--- config.mk ---
export PLATFORM = sky130hd
export DESIGN_NAME = div_ctrl
export DESIGN_NICKNAME = d
export VERILOG_FILES = /design/src/rtl/div_ctrl_pkg.sv /design/src/rtl/div_result_cache.sv /design/src/rtl/div_ctrl.sv
export SDC_FILE = /design/constraint.sdc
export NUM_CORES = 1
export LEC_CHECK = 0
export BUFFER_PORTS_ARGS = -buffer_cell sky130_fd_sc_hd__buf_4
export CORE_AREA = 2 2 117 119
export DETAILED_ROUTE_END_ITERATION = 7
export DIE_AREA = 0 0 119 121
export PLACE_DENSITY = 0.81
export SETUP_SLACK_MARGIN = 0.4
export SLEW_MARGIN = 10
export SYNTH_ARGS = -nofsm -noshare
export SYNTH_HDL_FRONTEND = slang
export SYNTH_SLANG_ARGS = --single-unit
export TNS_END_PERCENT = 30
--- constraint.sdc ---
create_clock -name clk -period 2.13 [get_ports clk]
set_clock_uncertainty 0.05 [all_clocks]
set_input_delay 0.3195 -clock clk [delete_from_list [all_inputs] [get_ports clk]]
set_output_delay 0.3195 -clock clk [all_outputs]
set_load 0.02 [all_outputs]
--- src/rtl/div_ctrl_pkg.sv ---
// div_ctrl_pkg: shared types for the divide controller.
// Holds the FSM state enum, the req_op encodings, the latched request payload
// and helpers that decode an op and pick the quotient or remainder half.
package div_ctrl_pkg;

  localparam int unsigned XLEN   = 32;
  localparam int unsigned DOUT_W = 64;
  localparam int unsigned OP_W   = 2;

  // bit1 selects the unsigned IP, bit0 selects the remainder
  typedef enum logic [OP_W-1:0] {
    OP_DIV_W  = 2'b00,
    OP_MOD_W  = 2'b01,
    OP_DIV_WU = 2'b10,
    OP_MOD_WU = 2'b11
  } div_op_e;

  typedef enum logic [2:0] {
    ST_IDLE  = 3'd0,
    ST_ISSUE = 3'd1,
    ST_WAIT  = 3'd2,
    ST_DONE  = 3'd3,
    ST_DRAIN = 3'd4
  } div_state_e;

  typedef struct packed {
    div_op_e         op;
    logic [XLEN-1:0] src1;
    logic [XLEN-1:0] src2;
  } div_req_t;

  function automatic logic op_is_unsigned(div_op_e op);
    return (op == OP_DIV_WU) || (op == OP_MOD_WU);
  endfunction

  function automatic logic op_is_mod(div_op_e op);
    return (op == OP_MOD_W) || (op == OP_MOD_WU);
  endfunction

  // IP output layout is {quotient, remainder}
  function automatic logic [XLEN-1:0] sel_result(div_op_e op, logic [DOUT_W-1:0] dout);
    return op_is_mod(op) ? dout[XLEN-1:0] : dout[DOUT_W-1:XLEN];
  endfunction

endpackage

--- src/rtl/div_result_cache.sv ---
// div_result_cache: single-entry memo of the last completed divide.
// Only built when DIV_RESULT_CACHE_EN is defined.
// Ports:
//   clk, resetn            clock, async active-low reset (entry invalidated)
//   wr_en_i                write the entry
//   wr_req_i, wr_result_i  request and selected result to store
//   lk_req_i               incoming request to look up
//   hit_c_o                combinational: valid entry matches lk_req_i
//   hit_result_c_o         stored result
module div_result_cache
  import div_ctrl_pkg::*;
(
  input  logic            clk,
  input  logic            resetn,
  input  logic            wr_en_i,
  input  div_req_t        wr_req_i,
  input  logic [XLEN-1:0] wr_result_i,
  input  div_req_t        lk_req_i,
  output logic            hit_c_o,
  output logic [XLEN-1:0] hit_result_c_o
);

  logic            valid_q;
  div_req_t        tag_q;
  logic [XLEN-1:0] result_q;

  // Entry storage
  always_ff @(posedge clk or negedge resetn) begin
    if (!resetn) begin
      valid_q  <= 1'b0;
      tag_q    <= '0;
      result_q <= '0;
    end else if (wr_en_i) begin
      valid_q  <= 1'b1;
      tag_q    <= wr_req_i;
      result_q <= wr_result_i;
    end
  end

  assign hit_c_o        = valid_q && (tag_q == lk_req_i);
  assign hit_result_c_o = result_q;

endmodule

--- src/rtl/div_ctrl.sv ---
// div_ctrl: sequences one divide at a time through a signed or unsigned
// divider IP, with flush handling so killed ops are drained, not reported.
// Optional feature: DIV_RESULT_CACHE_EN adds a one-entry result cache that
// answers a repeated request without touching the IP.
// Ports:
//   clk, resetn                       clock, async active-low reset
//   req_valid/req_ready/req_op/req_src1/req_src2   request from EXE
//   flush                             kill the in-flight op
//   resp_valid/resp_ready/resp_result response to EXE
//   busy                              controller not idle
//   div_dividend/div_divisor          operand bus shared by both IPs
//   sdiv_* / udiv_*                   signed / unsigned IP handshakes
module div_ctrl
  import div_ctrl_pkg::*;
(
  input  logic              clk,
  input  logic              resetn,
  input  logic              req_valid,
  output logic              req_ready,
  input  logic [OP_W-1:0]   req_op,
  input  logic [XLEN-1:0]   req_src1,
  input  logic [XLEN-1:0]   req_src2,
  input  logic              flush,
  output logic              resp_valid,
  input  logic              resp_ready,
  output logic [XLEN-1:0]   resp_result,
  output logic              busy,
  output logic [XLEN-1:0]   div_dividend,
  output logic [XLEN-1:0]   div_divisor,
  output logic              sdiv_tvalid,
  input  logic              sdiv_tready,
  output logic              udiv_tvalid,
  input  logic              udiv_tready,
  input  logic              sdiv_dout_tvalid,
  input  logic [DOUT_W-1:0] sdiv_dout,
  input  logic              udiv_dout_tvalid,
  input  logic [DOUT_W-1:0] udiv_dout
);

  div_state_e      state_q, state_d;
  div_req_t        req_q, req_d;
  logic [XLEN-1:0] result_q, result_d;
  logic            flush_seen_q, flush_seen_d;
  logic            sdiv_tvalid_q, udiv_tvalid_q;
  logic            busy_q, req_ready_q;

  logic              sel_uns_c;
  logic              tready_sel_c;
  logic              dout_valid_sel_c;
  logic [DOUT_W-1:0] dout_sel_c;
  div_req_t          in_req_c;

  // Route the handshakes of whichever IP the latched op targets
  assign sel_uns_c        = op_is_unsigned(req_q.op);
  assign tready_sel_c     = sel_uns_c ? udiv_tready      : sdiv_tready;
  assign dout_valid_sel_c = sel_uns_c ? udiv_dout_tvalid : sdiv_dout_tvalid;
  assign dout_sel_c       = sel_uns_c ? udiv_dout        : sdiv_dout;

  assign in_req_c = '{op: div_op_e'(req_op), src1: req_src1, src2: req_src2};

`ifdef DIV_RESULT_CACHE_EN
  logic            cache_hit_c;
  logic [XLEN-1:0] cache_result_c;
  logic            cache_wr_c;

  div_result_cache u_cache (
    .clk            (clk),
    .resetn         (resetn),
    .wr_en_i        (cache_wr_c),
    .wr_req_i       (req_q),
    .wr_result_i    (result_d),
    .lk_req_i       (in_req_c),
    .hit_c_o        (cache_hit_c),
    .hit_result_c_o (cache_result_c)
  );
`endif

  // Next-state and datapath update
  always_comb begin
    state_d      = state_q;
    req_d        = req_q;
    result_d     = result_q;
    flush_seen_d = flush_seen_q;
`ifdef DIV_RESULT_CACHE_EN
    cache_wr_c   = 1'b0;
`endif
    unique case (state_q)
      ST_IDLE: begin
        // a request arriving with flush is already dead
        if (req_valid && req_ready_q && !flush) begin
          req_d        = in_req_c;
          flush_seen_d = 1'b0;
          state_d      = ST_ISSUE;
`ifdef DIV_RESULT_CACHE_EN
          if (cache_hit_c) begin
            result_d = cache_result_c;
            state_d  = ST_DONE;
          end
`endif
        end
      end
      ST_ISSUE: begin
        // tvalid cannot be withdrawn, so remember the flush until handshake
        if (flush) begin
          flush_seen_d = 1'b1;
        end
        if (tready_sel_c) begin
          state_d = (flush_seen_q || flush) ? ST_DRAIN : ST_WAIT;
        end
      end
      ST_WAIT: begin
        if (dout_valid_sel_c) begin
          if (flush) begin
            state_d = ST_IDLE;
          end else begin
            result_d = sel_result(req_q.op, dout_sel_c);
            state_d  = ST_DONE;
`ifdef DIV_RESULT_CACHE_EN
            cache_wr_c = 1'b1;
`endif
          end
        end else if (flush) begin
          state_d = ST_DRAIN;
        end
      end
      ST_DONE: begin
        if (flush || resp_ready) begin
          state_d = ST_IDLE;
        end
      end
      ST_DRAIN: begin
        if (dout_valid_sel_c) begin
          state_d = ST_IDLE;
        end
      end
      default: state_d = ST_IDLE;
    endcase
  end

  // State and registered outputs
  always_ff @(posedge clk or negedge resetn) begin
    if (!resetn) begin
      state_q       <= ST_IDLE;
      req_q         <= '0;
      result_q      <= '0;
      flush_seen_q  <= 1'b0;
      sdiv_tvalid_q <= 1'b0;
      udiv_tvalid_q <= 1'b0;
      busy_q        <= 1'b0;
      req_ready_q   <= 1'b0;
    end else begin
      state_q       <= state_d;
      req_q         <= req_d;
      result_q      <= result_d;
      flush_seen_q  <= flush_seen_d;
      sdiv_tvalid_q <= (state_d == ST_ISSUE) && !op_is_unsigned(req_d.op);
      udiv_tvalid_q <= (state_d == ST_ISSUE) &&  op_is_unsigned(req_d.op);
      busy_q        <= (state_d != ST_IDLE);
      req_ready_q   <= (state_d == ST_IDLE);
    end
  end

  assign req_ready    = req_ready_q;
  assign busy         = busy_q;
  assign sdiv_tvalid  = sdiv_tvalid_q;
  assign udiv_tvalid  = udiv_tvalid_q;
  assign div_dividend = req_q.src1;
  assign div_divisor  = req_q.src2;
  assign resp_result  = result_q;
  // a flush in DONE must suppress the response in the same cycle
  assign resp_valid   = (state_q == ST_DONE) && !flush;

endmodule

* Word level (Yosys, flattened, before mapping)
Index checks and enable logic that the tools add are counted.
Word-level totals: logic and storage cells 60, output and inout port bits 101, input bits 203, flip-flop bits (word level) 106
Cells by class: multiplexer cells 18, bitwise logic cells 1, reduce and logical (&&, ||, !) cells 19, eq/ne operators 12
Operator list (count):
- $mux W66 | 2
- $mux W64 | 1
- $mux W32 | 1
- $mux W3 | 7
- $pmux W3 S5 | 1
- $eq A2 B2 Y1 const B | 4
- $eq A3 B1 Y1 const B | 2
- $eq A3 B2 Y1 const B | 2
- $logic_not A3 Y1 | 2
- $reduce_and A3 Y1 | 2
- $logic_and A1 B1 Y1 | 5
- $logic_or A1 B1 Y1 | 5
- $mux W1 | 4
- $ne A2 B2 Y1 const B | 2
- $eq A3 B3 Y1 const B | 1
- $reduce_bool A3 Y1 | 1
- $eq A2 B1 Y1 const B | 1
- $logic_not A1 Y1 | 2
- $mux W2 | 1
- $pmux W1 S2 | 1
- $reduce_and A2 Y1 | 1
- $reduce_bool A2 Y1 | 1
- $not A1 Y1 | 1

* Longest topological paths before layout
depth in word-level cells 8, gate-level depth with buffers 6, mapped depth without buffers 3

* Worst setup path after synthesis
No wires, ideal clock.
kind flip-flop to flip-flop, from register state_q[0], to register req_q, in the netlist div_divisor[5], stages on the path, launching flop included 7, data arrival time 1.460 ns, path slack 0.495 ns, required time 1.955 ns, setup time 0.125 ns, period minus slack after synthesis 1.635 ns, path buffers 3, cell sequence dfrtp_1 > clkbuf_2 > nor2_2 > and4_4 > buf_6 > buf_6 > mux2_2
Between the ends: word-level cells in the longest chain between the ends 2
RTL lines:
- from (decl) | RTL line div_ctrl.sv:40 | div_state_e state_q, state_d;
- from (signal assigned) | RTL line div_ctrl.sv:152 | state_q <= state_d;
- $logic_not A3 Y1 | RTL line div_ctrl.sv:87 | unique case (state_q)
- $reduce_and A2 Y1 (no line)
- to (signal assigned) | RTL line div_ctrl.sv:153 | req_q <= req_d;
- to (decl) | RTL line div_ctrl.sv:41 | div_req_t req_q, req_d;
Every way passes these cells. A chain may end at the register's enable or synchronous reset.

* Worst setup path in the final report
from register req_q[65] in the netlist's numbering, to register result_q[28], in the netlist resp_result[28]
Between the ends: word-level cells in the longest chain between the ends 4, elaborated cells on any way between the ends 9, those cells by class 3 x eq/ne; 3 x mux; 3 x reduce/logical
RTL lines:
- $eq A2 B2 Y1, on equally long branches | RTL line div_ctrl_pkg.sv:33, div_ctrl_pkg.sv:37
- $logic_or A1 B1 Y1 | RTL line div_ctrl_pkg.sv:33 | return (op == OP_DIV_WU) || (op == OP_MOD_WU);
- $mux W1 / $mux W64 (equally long branches) | RTL line div_ctrl.sv:56, div_ctrl.sv:57
- $reduce_and A3 Y1 (no line) / $mux W32 (equally long branches)
- to (signal assigned) | RTL line div_ctrl.sv:154 | result_q <= result_d;
- to (decl) | RTL line div_ctrl.sv:42 | logic [XLEN-1:0] result_q, result_d;
Parallel ways exist; a longest one is shown, timed or not.

==> summary.txt <==
Outcome -> complete, no violations
Width of the die -> 119 microns
Slowest stage delay, CP -> 390 ps
Avg Cell Area, Syn -> 15.5 sq um
Final ANT Viol Nets -> 0
CP required -> 2300 ps
Post-Synth Simple-Gate Area -> 0.0197
DRC errors left -> 0
Routed vias/inst -> 4.89
Vias in the first global route -> 4124
Delay-heaviest family, CP -> multiplexers
Max Freq -> 591 MHz
Final setup fails -> 0
Post-CTS setup buffer count -> 0
DR iter-0 viols -> 132
CP max stage cell -> dfrtp_1
Final nets -> 796
Worst R2R Start -> req_q[65]
Post-Syn Area -> 5470 sq um
CTS root buf -> clkbuf_16
GPL Wtd Cong -> 0.843
Synth Area in XOR/XNOR -> 0
Flops & latches, synth -> 106
Post-synthesis sequential area ratio -> 0.485
Tmin final -> 1690 ps
Clock transition at the registers of the reported paths -> 70 ps
Area Growth Syn to Fin -> 42.6%
Crit start category -> flip-flop
Num Clock Sinks -> 106
Crit path arrival time -> 1860 ps
Slew headroom -> 0.675
Syn_nets -> 556
TritonRoute pass-1 iters -> 4
R2R Setup Slk -> 440 ps
Largest family of logic cells by synthesized area -> multiplexers
TNS Setup -> 0 ps
Synth cell types -> 32
Drt total wl -> 14000 microns
Die area -> 14400 sq um
Core Box Area -> 13100 sq um
Crit end category -> flip-flop
Routed len/inst -> 18.1 microns
Initial Utilization -> 0.418
Port-buffer cells -> 303
First-pass GRT wire length -> 21200 microns
Min-Delay Path Depth -> 2
Ys Warns -> 0
Fin. Hold Viols -> 0
Total track usage -> 0.190
Worst path cell trace -> mux2_4 -> and4b_2 -> clkbuf_16 -> mux2_4
Worst-margin pin slew -> 487 ps
Cells after Synth -> 353
HP Start -> req_src1[11]
Post-route clock period utilization -> 0.795
Maximum clock path buffer count -> 2
HPWL after DPL -> 11100 microns
Largest net degree at the start of global routing -> 41
H-tree depth -> 3
Min-delay worst type -> in2reg
Commonest non-fill, non-tap cells in the layout -> buf_4, dfrtp_1, mux2_2
Share of layout cells above drive strength 1 -> 0.734
Compound-gate portion of the synthesized area -> 0.0144
Crit path kind -> reg2reg
RSZ-0062 raised after global routing -> yes
Initial antenna violation count -> 0
Dpl ws -> 315 ps
Commonest non-fill, non-tap cell in the layout -> buf_4
TritonCTS clock tree -> built
Max Cap Viol -> 0
Pwr per Cell Area -> 1290 nW/um^2
Maximum vdd drop -> 0.636 mV
CP Buf/Inv Count -> 1
# diodes -> 0
Adder-Cell Fraction of Synth Area -> 0
Cell Rows -> 42
Worst reg2reg endpoint -> resp_result[28]
Io pins -> 304
Most used cell, CP -> mux2_4
Leakage power -> 0.00377 uW
Multiplexer share of the synthesized area -> 0.361
Global route overflow -> 0
Cts bufs inserted -> 9
Max FO, Critical Path -> 16
Skew-Pair Late Insertion Delay -> 340 ps
Worst Hold End -> div_dividend[11]
Slew Limit Fails -> 0
Final WS setup -> 437 ps
Die height -> 121 microns
Reg2reg path depth -> 4
Via count -> 3788
per-layer routing:
layer,vias to the layer above,track usage,wire [microns]
met5,-,0,0
met4,0,0.0707,312
met3,21,0.0489,978
met2,199,0.345,7450
met1,1861,0.216,5270
li1,1707,-,-
state kept, by name, indices dropped and copies added, names as in the netlist:
name,cells
resp_result,32
udiv_tvalid,1
flush_seen_q,1
sdiv_tvalid,1
state_q,3
req_ready,1
div_dividend,32
busy,1
req_q,2
div_divisor,32
repair_timing:
| item | in CTS | in global routing |
|---|---|---|
| resized for setup | 2 | 4 |
| endpoints found under the hold margin | 32 | 0 |
| endpoints found under the setup margin | 73 | 64 |
| cloned | 0 | 2 |
| hold buffers | 1 | 0 |
report_power, final:
group,total (uW),internal [uW],switching [uW]
combinational,5110,2740,2370
clock,1550,808,747
sequential,3400,2880,520
total,10100,6430,3640
cells in the mapped netlist:
cell / n / area [sq um]
and3b_1: 1 / 8.76
o21bai_1: 1 / 7.51
inv_1: 1 / 3.75
and3_1: 1 / 6.26
mux4_2: 32 / 721
buf_4: 67 / 503
nor2b_1: 1 / 6.26
clkbuf_2: 1 / 5.00
buf_2: 6 / 30.0
o21ai_0: 2 / 10.0
dfrtp_1: 106 / 2650
o211a_1: 1 / 10.0
nand3_1: 2 / 10.0
or2_2: 1 / 6.26
mux2_4: 31 / 465
mux2_2: 40 / 450
o211ai_1: 2 / 15.0
nor2_1: 3 / 11.3
and4_4: 1 / 11.3
nand4_1: 2 / 12.5
and4b_1: 1 / 10.0
mux2_1: 29 / 327
o22ai_1: 1 / 6.26
buf_6: 10 / 113
nor3b_1: 1 / 7.51
mux2i_1: 1 / 10.0
a21oi_1: 1 / 5.00
a21o_1: 1 / 7.51
nor2_2: 1 / 6.26
a22o_1: 1 / 8.76
a211o_1: 1 / 8.76
nand2_1: 3 / 11.3
area by class of cell:
cell class / instances / area [sq um]
sequential: 106 / 2660
timing repair buffer: 313 / 2460
inverter: 1 / 3.75
clock inverter: 6 / 50.0
tap: 176 / 220
clock buffer: 10 / 229
fill: 1028 / 5290
multi-input combinational: 162 / 2170
worst max path at each step:
stage / startpoint / end / slack [ps] / cells after the start
after global placement: flush / resp_result[31] / 380 / 5
after global routing: state_q[2] / resp_valid / 390 / 3
final: req_q[65] / resp_result[28] / 440 / 4
after floorplan: state_q[0] / div_divisor[5] / 490 / 6
after CTS: state_q[0] / div_dividend[5] / 400 / 4
after detailed placement: flush / resp_result[31] / 310 / 5
per-stage QoR:
step	cells	total power, uW	hold slack, ps	area (sq um)	util
final	774	10100	139	7800	0.596
after global routing	774	10600	123	7800	0.596
after global placement	755	8390	237	7440	0.569
after floorplan	353	7360	-26.1	5470	-
after detailed placement	755	8560	242	7440	0.569
after CTS	772	10100	125	7740	0.591
worst register-to-register path: cells and delay by family (launching register included):
family,cells,cell delay [ps]
muxes,2,630
DFF,1,390
and+or+nand+nor,1,290
buffers and inverters,1,220
logic make-up (layout without fill, tap and decap cells):
logic type	count (synthesis)	after routing
flip-flops	106	106
multiplexers	133	133
buffers and inverters	85	330
AO/OA/AOI/OAI	11	11
AND/OR/NAND/NOR	18	18
No activity file was read; power rests on OpenSTA's default activity.
